`config.mk`:
```
export PLATFORM = sky130hd
export DESIGN_NAME = volcado_mem_datos_sucios
export DESIGN_NICKNAME = d
export VERILOG_FILES = /design/src/rtl/volcado_mem_datos_sucios.sv
export SDC_FILE = /design/constraint.sdc
export NUM_CORES = 1
export LEC_CHECK = 0
export BUFFER_PORTS_ARGS = -buffer_cell sky130_fd_sc_hd__buf_2
export CAP_MARGIN = 30
export CORE_AREA = 10 10 90 92
export DETAILED_ROUTE_END_ITERATION = 8
export DIE_AREA = 0 0 100 102
export MAX_ROUTING_LAYER = met4
export PLACE_DENSITY = 0.75
export SYNTH_ARGS = -nofsm -noshare
export SYNTH_HDL_FRONTEND = slang
export SYNTH_SLANG_ARGS = --single-unit
```
`constraint.sdc`:
```
create_clock -name i_clk -period 2.55 [get_ports i_clk]
set_input_delay 0.51 -clock i_clk [delete_from_list [all_inputs] [get_ports i_clk]]
set_output_delay 0.51 -clock i_clk [all_outputs]
set_load 0.005 [all_outputs]
```
`src/rtl/volcado_mem_datos_sucios.sv`:
```
`default_nettype none
// +--------------------------------------------------------------------------+
// | volcado_mem_datos_sucios: scans data memory and streams dirty words as   |
// | (address, data) records over a valid/ready handshake.   Rev 1.0          |
// +--------------------------------------------------------------------------+
module volcado_mem_datos_sucios #(
  parameter  int RAM_DEPTH          = 1024,
  parameter  int RAM_WIDTH          = 32,
  localparam int CANT_BIT_RAM_DEPTH = $clog2(RAM_DEPTH)
) (
  input  logic                          i_clk,
  input  logic                          i_soft_reset,
  input  logic                          i_start,
  output logic [CANT_BIT_RAM_DEPTH-1:0] o_addr,
  output logic                          o_ena,
  input  logic                          i_bit_sucio,
  input  logic [RAM_WIDTH-1:0]          i_data,
  output logic                          o_valid,
  output logic [CANT_BIT_RAM_DEPTH-1:0] o_addr_out,
  output logic [RAM_WIDTH-1:0]          o_data_out,
  input  logic                          i_ready,
  output logic                          o_busy,
  output logic                          o_done,
  output logic [CANT_BIT_RAM_DEPTH:0]   o_count
);

  localparam logic [CANT_BIT_RAM_DEPTH-1:0] C_LAST_ADDR = CANT_BIT_RAM_DEPTH'(RAM_DEPTH - 1);

  typedef enum logic [2:0] {
    IDLE    = 3'd0,
    CHECK   = 3'd1,
    CAPTURE = 3'd2,
    SEND    = 3'd3,
    DONE    = 3'd4
  } state_t;

  state_t                        r_state;
  state_t                        w_state_next;
  logic [CANT_BIT_RAM_DEPTH-1:0] r_addr;
  logic [CANT_BIT_RAM_DEPTH-1:0] r_addr_out;
  logic [RAM_WIDTH-1:0]          r_data_out;
  logic                          r_valid;
  logic                          r_done;
  logic [CANT_BIT_RAM_DEPTH:0]   r_count;
  logic                          w_last;
  logic                          w_ena;
  logic                          w_accept;

  always_ff @(posedge i_clk or negedge i_soft_reset) begin
    if (!i_soft_reset) r_state <= IDLE;
    else               r_state <= w_state_next;
  end

  always_comb begin
    w_state_next = r_state;
    w_ena        = 1'b0;
    w_accept     = 1'b0;
    w_last       = (r_addr == C_LAST_ADDR);
    case (r_state)
      IDLE: begin
        if (i_start) w_state_next = CHECK;
      end
      CHECK: begin
        if (i_bit_sucio) begin
          w_ena        = 1'b1;
          w_state_next = CAPTURE;
        end else if (w_last) begin
          w_state_next = DONE;
        end
      end
      CAPTURE: begin
        w_state_next = SEND;
      end
      SEND: begin
        if (r_valid && i_ready) begin
          w_accept     = 1'b1;
          w_state_next = w_last ? DONE : CHECK;
        end
      end
      DONE: begin
        w_state_next = IDLE;
      end
      default: begin
        w_state_next = IDLE;
      end
    endcase
  end

  // The last address is detected explicitly so the counter never wraps to 0.
  always_ff @(posedge i_clk or negedge i_soft_reset) begin
    if (!i_soft_reset) begin
      r_addr     <= '0;
      r_addr_out <= '0;
      r_data_out <= '0;
      r_valid    <= 1'b0;
      r_done     <= 1'b0;
      r_count    <= '0;
    end else begin
      r_done <= 1'b0;
      case (r_state)
        IDLE: begin
          if (i_start) begin
            r_addr  <= '0;
            r_count <= '0;
          end
        end
        CHECK: begin
          if (!i_bit_sucio && !w_last) r_addr <= r_addr + 1'b1;
        end
        CAPTURE: begin
          r_addr_out <= r_addr;
          r_data_out <= i_data;
          r_valid    <= 1'b1;
        end
        SEND: begin
          if (w_accept) begin
            r_valid <= 1'b0;
            r_count <= r_count + 1'b1;
            if (!w_last) r_addr <= r_addr + 1'b1;
          end
        end
        DONE: begin
          r_done <= 1'b1;
        end
        default: begin
          r_valid <= 1'b0;
        end
      endcase
    end
  end

  assign o_addr     = r_addr;
  assign o_ena      = w_ena;
  assign o_valid    = r_valid;
  assign o_addr_out = r_addr_out;
  assign o_data_out = r_data_out;
  assign o_busy     = (r_state != IDLE);
  assign o_done     = r_done;
  assign o_count    = r_count;

endmodule
`default_nettype wire

```
==> run summary, run 1 <==
Drt
* drc violations: 0
* Routed Wire Length: 7310 um
* iteration-0 DRC count of the detailed router: 107
* via count: 2349
* vias per std cell: 5.45
* DR WL/cell: 17.0 um
* number of optimization iterations in the first detailed-route pass: 4
* antenna-violating nets left: 0

Clock tree
* clk root buf: sky130_fd_sc_hd__clkbuf_8
* clock edge transition at the registers on the reported setup and hold paths: 0.08 ns
* clk_lat worst skew: 0.33 ns
* CTS sink cnt: 68
* clock tree from TritonCTS: built
* post-CTS repair timing setup buffer count: 0
* total clock buffers created by CTS: 9
* count of hold buffers inserted by post-cts repair: 0
* number of buffers on the longest clock path: 2
* maximum level of the CTS H-tree: 3
* Resized cells post-CTS: 0

Synth
* ranking of synthesized cells by instance count: 68 x sky130_fd_sc_hd__dfrtp_1, 43 x sky130_fd_sc_hd__mux2_2, 14 x sky130_fd_sc_hd__a31oi_1
* portion of synthesized cell area occupied by the leading cell type: 57.2%
* count of different cell masters after synthesis: 39
* leading cell type by number of instances after synthesis: sky130_fd_sc_hd__dfrtp_1
* flip-flop and latch count after synthesis: 68
* most area-hungry cell type in the Yosys netlist: sky130_fd_sc_hd__dfrtp_1
* ranking of synthesized cells by area: sky130_fd_sc_hd__dfrtp_1 57%, sky130_fd_sc_hd__mux2_2 16%, sky130_fd_sc_hd__a31oi_1 2.9%, sky130_fd_sc_hd__o21ai_0 2.0%, sky130_fd_sc_hd__a21oi_1 1.7%
* Synth Warn #: 0
* Mapped Nets: 282
* sequential area share after synthesis: 57.2%
* most instantiated flip-flop cell in the synthesis netlist: sky130_fd_sc_hd__dfrtp_1
* fraction of registers with async set or reset after synthesis: 100%
* cells after synthesis: 243
* syn avg cell area: 12.2 um2
* count of flip-flops with a built-in enable after synthesis: 0
* area of the mapped netlist: 2980 um2

STA
* worst slew pin tran: 0.615 ns
* sum of negative setup slack: 0 ns
* Final Hold Violating Endpoints: 0
* Max Fclk: 478 MHz
* final worst path period share: 82.1%
* RSZ-0062 raised after global routing: false
* Final Setup Violations: 0
* final clock skew: 0.00894 ns
* Min Clock Period, post-route: 2.09 ns
* remaining max-slew budget at the tightest pin: 59.0%
* number of max-slew violations in the final report: 0

Floorplan
* Die Outline Area: 10200 um2
* count of pins on the block boundary: 104
* Die Width: 100 um
* Core Footprint: 6280 um2
* Starting Density: 47.4%
* die span in y: 102 um
* site row count: 29

Setup path
* r2r setup slk: 0.46 ns
* WP data required: 2.81 ns
* startpoint of the worst setup timing path: r_state[1]$_DFFE_PN0P_
* number of cells on the worst reg-to-reg path: 4
* endpoint kind of the worst setup timing path: flip-flop
* category of the critical setup timing path: flip-flop to flip-flop
* kind of start point of the critical path: flip-flop
* r2r endpoint: o_count[8]$_DFFE_PN0P_
* arrival time of the worst setup path: 2.35 ns
* R2R Path Start: r_state[1]$_DFFE_PN0P_
* biggest fanout along the worst timing path: 15

Flow run
* number of max-capacitance violations reported: 0

Worst hold path
* worst hold path type: input pin to asynchronous set/reset pin

Global route
* total overflow reported by the global router: 0
* maximum number of pins on one net before global-route repair: 69
* via count of the first global-routing pass: 2538
* GRT Util Overall: 14.9%
* antenna violations before repair: 0
* first-pass GRT wire length: 12300 um

Final layout
* Seq. cell area: 1700 um2
* # diodes: 0
* area growth from synthesis to layout: 27.5%
* post-layout utilization of the core: 60.5%
* net count reported at finish: 389
* filler instances: 554
* area of the multi-input gates: 1200 um2
* ratio of cells with drive above 1 in the final layout: 47.7%

Power and ir drop
* switching power: 1.36 mW
* proportion of power drawn by combinational gates: 34.4%
* proportion of power drawn by the clock network: 23.2%
* part of the total power dissipated in sequential elements: 42.4%
* net switching fraction of the power: 32.5%
* pwr/cell area: 1110 nW/um2
* leakage component of the power: 1.83 nW
* Max rail drop VDD: 0.000614 V
* internal power consumption: 2.83 mW

Placed design
* IO buf count: 103
* placed wire-length estimate: 5380 um
* routability congestion estimate: 0.873

Status
* run status: complete, no violations

[state kept, by name (all words and copies together), names as in the netlist]
| register | cells |
|---|---|
| o_addr_out | 10 |
| o_addr | 10 |
| o_done | 1 |
| r_state | 3 |
| o_valid | 1 |
| o_count | 11 |
| o_data_out | 32 |
[power by group through the flow]
| stage | combinational (mW) | sequential, mW | clock (mW) |
|---|---|---|---|
| after floorplan | 0.841 | 1.77 | 0 |
| after global placement | 1.45 | 1.77 | 0 |
| after detailed placement | 1.48 | 1.80 | 0 |
| after CTS | 1.48 | 1.78 | 0.994 |
| after global routing | 1.61 | 1.85 | 1.05 |
| final | 1.44 | 1.78 | 0.975 |
[logic make-up after synthesis]
kind of cell,after synthesis,share of synthesized area [%]
AO/OA/AOI/OAI,50,10.5
flip-flops,68,57.2
adder cells (fa/ha/maj),2,0.841
AND/OR/NAND/NOR,58,10.9
multiplexers,44,16.6
XOR/XNOR,5,1.47
buffers and inverters,16,2.48
[worst max-delay path, stage by stage, from the launching register on]
cell and delay, ns:
sky130_fd_sc_hd__dfrtp_1 0.52, sky130_fd_sc_hd__or3b_1 0.50, sky130_fd_sc_hd__a21o_1 0.32, sky130_fd_sc_hd__or4_1 0.54, sky130_fd_sc_hd__a21oi_1 0.15
[through the flow]
| step | setup WS [ns] | total power, mW | hold WS (ns) | area (um2) | instances |
|---|---|---|---|---|---|
| 4_1_cts | 0.470 | 4.26 | 0.196 | 3790 | 431 |
| 5_1_grt | 0.327 | 4.51 | 0.210 | 3790 | 431 |
| 2_1_floorplan | 0.604 | 2.61 | 0.214 | 2980 | 243 |
| 3_5_place_dp | 0.431 | 3.28 | 0.490 | 3580 | 416 |
| 3_3_place_gp | 0.466 | 3.21 | 0.484 | 3580 | 416 |
| 6_report | 0.458 | 4.20 | 0.187 | 3790 | 431 |
[how the worst max path moves through the flow]
stage / end / slack, ns / cells past startpoint
2_1_floorplan: o_count[6]$_DFFE_PN0P_ / 0.60 / 6
3_3_place_gp: o_count[8]$_DFFE_PN0P_ / 0.47 / 5
3_5_place_dp: o_count[8]$_DFFE_PN0P_ / 0.43 / 5
4_1_cts: o_count[8]$_DFFE_PN0P_ / 0.47 / 4
5_1_grt: o_count[8]$_DFFE_PN0P_ / 0.33 / 4
6_report: o_count[8]$_DFFE_PN0P_ / 0.46 / 4
[cell usage in the layout, fill, tap and decap left out, drive strengths merged, types with 3 or more instances in the layout]
| cell | n |
|---|---|
| and2 | 4 |
| inv | 5 |
| or3 | 3 |
| a21oi | 10 |
| o21ai | 12 |
| dfrtp | 68 |
| nor2 | 5 |
| mux2 | 43 |
| xnor2 | 5 |
| clkbuf | 11 |
| a31oi | 14 |
| nand4 | 5 |
| nor3 | 3 |
| and4 | 3 |
| nand3 | 10 |
| buf | 107 |
| nand2 | 12 |
| a211oi | 3 |
[metal layers]
layer	vias up	part of all wire (%)	GRT usage [%]
li1	1111	-	-
met1	1140	41	17.6
met2	93	49	23.3
met3	5	8.9	5.80
met4	0	0.57	4.13
met5	-	0	-
[area by class of cell]
class / count / share of cell area, %
sequential: 68 / 44.8
multi-input combinational: 159 / 31.8
timing repair buffer: 107 / 14.7
clock buffer: 11 / 3.73
tap: 77 / 2.54
clock inverter: 4 / 1.95
inverter: 5 / 0.495
No activity file was read; power rests on OpenSTA's default activity.
==> run 2, diff against run 1 <==
==> constraint.sdc (replaced) <==
create_clock -name i_clk -period 2.2 [get_ports i_clk]
set_input_delay 0.44 -clock i_clk [delete_from_list [all_inputs] [get_ports i_clk]]
set_output_delay 0.44 -clock i_clk [all_outputs]
set_load 0.005 [all_outputs]
==> run 2 against run 1 <==
  * Clock power increased by 4%
  * Core utilization increased by 0.32 points
  * Via count increased by 2.0%
  * Clock-buffer cell count decreased by 1
  * Sequential cell count unchanged
  * Combinational power increased by 24%
  * Largest power group unchanged
==> run summary, run 2 (synthesized netlist as in run 1, its figures left out) <==
Placed design
* Placement Setup Slack: 0.159 ns
* IO buf count: 103
* Area after DPL: 3620 um2
* routability congestion estimate: 0.857
* number of placed instances, taps included: 420
* placed wire-length estimate: 5330 um

Floorplan
* Core Footprint: 6280 um2
* die span in y: 102 um
* Die Width: 100 um
* Die Outline Area: 10200 um2
* site row count: 29
* count of pins on the block boundary: 104
* Starting Density: 47.4%

STA
* remaining max-slew budget at the tightest pin: 59.2%
* RSZ-0062 raised after global routing: false
* number of max-slew violations in the final report: 0
* sum of negative setup slack: 0 ns
* Min Clock Period, post-route: 1.95 ns
* Final Hold Violating Endpoints: 0
* worst slew pin tran: 0.607 ns
* final-layout worst hold slack: 0.0577 ns
* Max Fclk: 513 MHz
* final clock skew: 0.00841 ns
* final worst path period share: 88.7%
* Final Setup Violations: 0
* worst-case setup margin in the final layout: 0.250 ns

Clock tree
* clock edge transition at the registers on the reported setup and hold paths: 0.07 ns
* clock tree from TritonCTS: built
* clk_lat worst skew: 0.34 ns
* CTS sink cnt: 68
* clk root buf: sky130_fd_sc_hd__clkbuf_8
* total clock buffers created by CTS: 9
* count of hold buffers inserted by post-cts repair: 0
* number of buffers on the longest clock path: 2
* post-CTS repair timing setup buffer count: 0
* Resized cells post-CTS: 0
* maximum level of the CTS H-tree: 3

Drt
* iteration-0 DRC count of the detailed router: 104
* Routed Wire Length: 7310 um
* antenna-violating nets left: 0
* drc violations: 0
* DR WL/cell: 16.8 um
* number of optimization iterations in the first detailed-route pass: 4
* via count: 2396
* vias per std cell: 5.50

Power and ir drop
* sum of internal, switching and leakage power: 4.81 mW
* pwr/cell area: 1260 nW/um2
* leakage component of the power: 1.84 nW
* part of the total power dissipated in sequential elements: 41.8%
* proportion of power drawn by combinational gates: 37.3%
* internal power consumption: 3.20 mW
* switching power: 1.61 mW
* net switching fraction of the power: 33.6%
* proportion of power drawn by the clock network: 21.0%
* Max rail drop VDD: 0.000744 V

Final layout
* leading cell types in the layout, fill and taps excluded: 103 x sky130_fd_sc_hd__buf_2, 68 x sky130_fd_sc_hd__dfrtp_1, 43 x sky130_fd_sc_hd__mux2_2
* flip-flop count of the largest register, all copies and words added: 32
* Final Non-Filler Cells: 436
* net count reported at finish: 393
* ratio of cells with drive above 1 in the final layout: 48.5%
* post-layout utilization of the core: 60.8%
* leading cell type in the layout, fill and taps excluded: sky130_fd_sc_hd__buf_2
* # diodes: 0
* area growth from synthesis to layout: 28.2%
* finished layout cell area: 3810 um2

Setup path
* category of the critical setup timing path: flip-flop to output port
* kind of start point of the critical path: flip-flop
* biggest fanout along the worst timing path: 11
* WP data required: 1.76 ns
* arrival time of the worst setup path: 1.51 ns
* endpoint kind of the worst setup timing path: output port
* number of cells on the worst reg-to-reg path: 5
* r2r setup slk: 0.25 ns

Global route
* via count of the first global-routing pass: 2391
* maximum number of pins on one net before global-route repair: 49
* antenna violations before repair: 0
* GRT Util Overall: 14.5%
* first-pass GRT wire length: 11600 um
* total overflow reported by the global router: 0

Status
* run status: complete, no violations

Flow run
* number of max-capacitance violations reported: 0

Worst hold path
* worst hold path type: input pin to asynchronous set/reset pin

==> run 2: changes by cell type in the layout (fill, tap and decap cells not counted) <==
cell,delta
sky130_fd_sc_hd__buf_12,+1
sky130_fd_sc_hd__buf_4,+3
sky130_fd_sc_hd__bufinv_16,-1
sky130_fd_sc_hd__clkbuf_8,-1
sky130_fd_sc_hd__clkinv_2,+1
sky130_fd_sc_hd__clkinv_4,+1
sky130_fd_sc_hd__clkinvlp_4,+1
==> run 2: final timing paths <==
kind / end / startpoint
max: o_ena / r_state[2]$_DFFE_PN0P_
min: o_addr_out[2]$_DFFE_PN0P_ / i_soft_reset
max reg2reg: o_addr[5]$_DFFE_PN0P_ / o_addr[0]$_DFFE_PN0P_
min reg2reg: o_data_out[26]$_DFFE_PN0P_ / o_data_out[26]$_DFFE_PN0P_
max in group asynchronous: o_data_out[26]$_DFFE_PN0P_ / i_soft_reset
min in group i_clk: o_data_out[3]$_DFFE_PN0P_ / i_data[3]
==> run 2: cell type report <==
class | instances | area, um2
timing repair buffer | 111 | 601
multi-input combinational | 159 | 1200
inverter | 5 | 18.8
clock inverter | 6 | 65.1
sequential | 68 | 1700
tap | 77 | 96.3
clock buffer | 10 | 128
fill | 541 | 2460
==> run 2: power by group through the flow <==
| stage | Sequential (mW) | Clock (mW) | Combinational, mW |
|---|---|---|---|
| finish | 2.01 | 1.01 | 1.79 |
| floorplan | 2.05 | 0 | 0.975 |
| detailed placement | 2.03 | 0 | 1.83 |
| global placement | 1.99 | 0 | 1.79 |
| CTS | 2.01 | 1.04 | 1.83 |
| global route | 2.07 | 1.09 | 1.98 |
==> run 2: worst max-delay path, cell delays in order, from the launching register on <==
cell and delay, ns:
sky130_fd_sc_hd__dfrtp_1 0.50, sky130_fd_sc_hd__nand2b_1 0.30, sky130_fd_sc_hd__nor3b_1 0.23, sky130_fd_sc_hd__buf_2 0.14
==> run 2: metal layers <==
layer	vias up	global-route usage [%]	wire length, um
met3	2	7.56	687
met1	1177	16.5	3070
met2	91	22.0	3540
met5	-	-	0
met4	0	3.80	14
li1	1126	-	-
==> run 3, diff against run 2 <==
--- a/config.mk
+++ b/config.mk
@@ -10,8 +10,7 @@
 export CORE_AREA = 10 10 90 92
 export DETAILED_ROUTE_END_ITERATION = 8
 export DIE_AREA = 0 0 100 102
-export MAX_ROUTING_LAYER = met4
-export PLACE_DENSITY = 0.75
+export PLACE_DENSITY = 0.76
 export SYNTH_ARGS = -nofsm -noshare
 export SYNTH_HDL_FRONTEND = slang
 export SYNTH_SLANG_ARGS = --single-unit
==> run 3 against run 2 <==
  * Total power grew 3.2%
  * Cell area is 0.79% higher
  * Worst hold slack improved by 0.0076 ns
  * Cell count stayed put
  * Non-clock buffer count is the same
  * Via count decreased by 2.1%
  * Wire length up 0.86%
  * Clock power rose by 17%
  * Die area unchanged
  * Critical path type unchanged
  * Largest cell class unchanged
==> run summary, run 3 (synthesized netlist as in run 1, its figures left out) <==
Status
* run status: complete, no violations

Final layout
* leading cell types in the layout, fill and taps excluded: 103 x sky130_fd_sc_hd__buf_2, 68 x sky130_fd_sc_hd__dfrtp_1, 43 x sky130_fd_sc_hd__mux2_2
* ratio of cells with drive above 1 in the final layout: 48.7%
* Final Non-Filler Cells: 436
* # diodes: 0
* leading cell type in the layout, fill and taps excluded: sky130_fd_sc_hd__buf_2
* post-layout utilization of the core: 61.3%
* net count reported at finish: 393
* flip-flop count of the largest register, all copies and words added: 32
* area growth from synthesis to layout: 29.2%
* filler instances: 523
* finished layout cell area: 3840 um2
* area of the multi-input gates: 1200 um2
* Seq. cell area: 1700 um2

Clock tree
* CTS sink cnt: 68
* Resized cells post-CTS: 0
* total clock buffers created by CTS: 9
* clk_lat worst skew: 0.34 ns
* clock edge transition at the registers on the reported setup and hold paths: 0.08 ns
* clk root buf: sky130_fd_sc_hd__clkbuf_8
* count of hold buffers inserted by post-cts repair: 0
* clock tree from TritonCTS: built
* number of buffers on the longest clock path: 2
* post-CTS repair timing setup buffer count: 0
* maximum level of the CTS H-tree: 3

Worst hold path
* worst hold path type: input pin to asynchronous set/reset pin

Placed design
* number of placed instances, taps included: 420
* IO buf count: 103
* Area after DPL: 3610 um2
* placed wire-length estimate: 5440 um
* routability congestion estimate: 0.837

Floorplan
* count of pins on the block boundary: 104
* die span in y: 102 um
* Die Outline Area: 10200 um2
* Core Footprint: 6280 um2
* Starting Density: 47.4%
* Die Width: 100 um
* site row count: 29

Drt
* drc violations: 0
* Routed Wire Length: 7370 um
* antenna-violating nets left: 0
* vias per std cell: 5.38
* number of optimization iterations in the first detailed-route pass: 4
* DR WL/cell: 16.9 um
* via count: 2345
* iteration-0 DRC count of the detailed router: 93

Global route
* maximum number of pins on one net before global-route repair: 49
* via count of the first global-routing pass: 2380
* total overflow reported by the global router: 0
* antenna violations before repair: 0
* GRT Util Overall: 14.3%
* first-pass GRT wire length: 11900 um

STA
* Min Clock Period, post-route: 1.95 ns
* Final Setup Violations: 0
* number of max-slew violations in the final report: 0
* final worst path period share: 88.7%
* sum of negative setup slack: 0 ns
* Max Fclk: 512 MHz
* final clock skew: 0.00986 ns
* worst slew pin tran: 0.593 ns
* Final Hold Violating Endpoints: 0
* RSZ-0062 raised after global routing: false
* remaining max-slew budget at the tightest pin: 59.5%

Setup path
* r2r endpoint: o_addr[0]$_DFFE_PN0P_
* WP data required: 1.76 ns
* startpoint of the worst setup timing path: r_state[2]$_DFFE_PN0P_
* biggest fanout along the worst timing path: 11
* arrival time of the worst setup path: 1.51 ns
* R2R Path Start: o_addr[0]$_DFFE_PN0P_
* endpoint kind of the worst setup timing path: output port
* kind of start point of the critical path: flip-flop
* category of the critical setup timing path: flip-flop to output port
* r2r setup slk: 0.25 ns
* number of cells on the worst reg-to-reg path: 5

Power and ir drop
* sum of internal, switching and leakage power: 4.97 mW
* leakage component of the power: 1.85 nW
* Max rail drop VDD: 0.000723 V
* pwr/cell area: 1290 nW/um2

Flow run
* number of max-capacitance violations reported: 0

run 3: cell count changes in the layout (fill, tap and decap cells not counted):
cell	delta
sky130_fd_sc_hd__clkbuf_8	+2
sky130_fd_sc_hd__clkinv_2	-2
sky130_fd_sc_hd__buf_12	-1
sky130_fd_sc_hd__buf_4	+1
sky130_fd_sc_hd__bufinv_16	+1
sky130_fd_sc_hd__clkbuf_1	-1
sky130_fd_sc_hd__clkinv_4	-1
sky130_fd_sc_hd__clkinvlp_4	+1
run 3: worst max path at each step:
stage | end | slack [ns] | cells past startpoint
after floorplan | o_count[6]$_DFFE_PN0P_ | 0.32 | 6
after global placement | o_count[8]$_DFFE_PN0P_ | 0.19 | 5
after detailed placement | o_count[8]$_DFFE_PN0P_ | 0.16 | 5
after CTS | o_ena | 0.24 | 3
after global routing | o_ena | 0.13 | 3
final | o_ena | 0.25 | 3
run 3: layout make-up:
| class | count | area share [%] |
|---|---|---|
| Sequential cell | 68 | 44.3 |
| Multi-Input combinational cell | 159 | 31.3 |
| Timing Repair Buffer | 111 | 15.3 |
| Clock buffer | 11 | 3.94 |
| Tap cell | 77 | 2.51 |
| Clock inverter | 5 | 2.18 |
| Inverter | 5 | 0.488 |
run 3: metal layers:
metal / vias to the layer above / wire, um / global-route usage (%)
met1: 1120 / 3010 / 16.9
li1: 1127 / - / -
met5: - / 0 / 0
met4: 0 / 25 / 3.59
met2: 93 / 3530 / 21.8
met3: 5 / 808 / 8.43
run 3: power by group:
group | switching [mW] | internal, mW | leakage [nW]
combinational | 0.818 | 0.951 | 0.885
clock | 0.483 | 0.702 | 0.112
sequential | 0.310 | 1.70 | 0.857
total | 1.61 | 3.36 | 1.85
run 3: worst max-delay path, stage by stage, from the launching register on:
cell,delay [ns]
sky130_fd_sc_hd__dfrtp_1,0.50
sky130_fd_sc_hd__nand2b_1,0.30
sky130_fd_sc_hd__nor3b_1,0.23
sky130_fd_sc_hd__buf_2,0.14
run 3: stage by stage:
step	setup slack, ns	hold WS (ns)
4_1_cts	0.236	0.0616
2_1_floorplan	0.324	0.144
5_1_grt	0.125	0.0686
6_report	0.248	0.0653
3_3_place_gp	0.190	0.436
3_5_place_dp	0.165	0.443
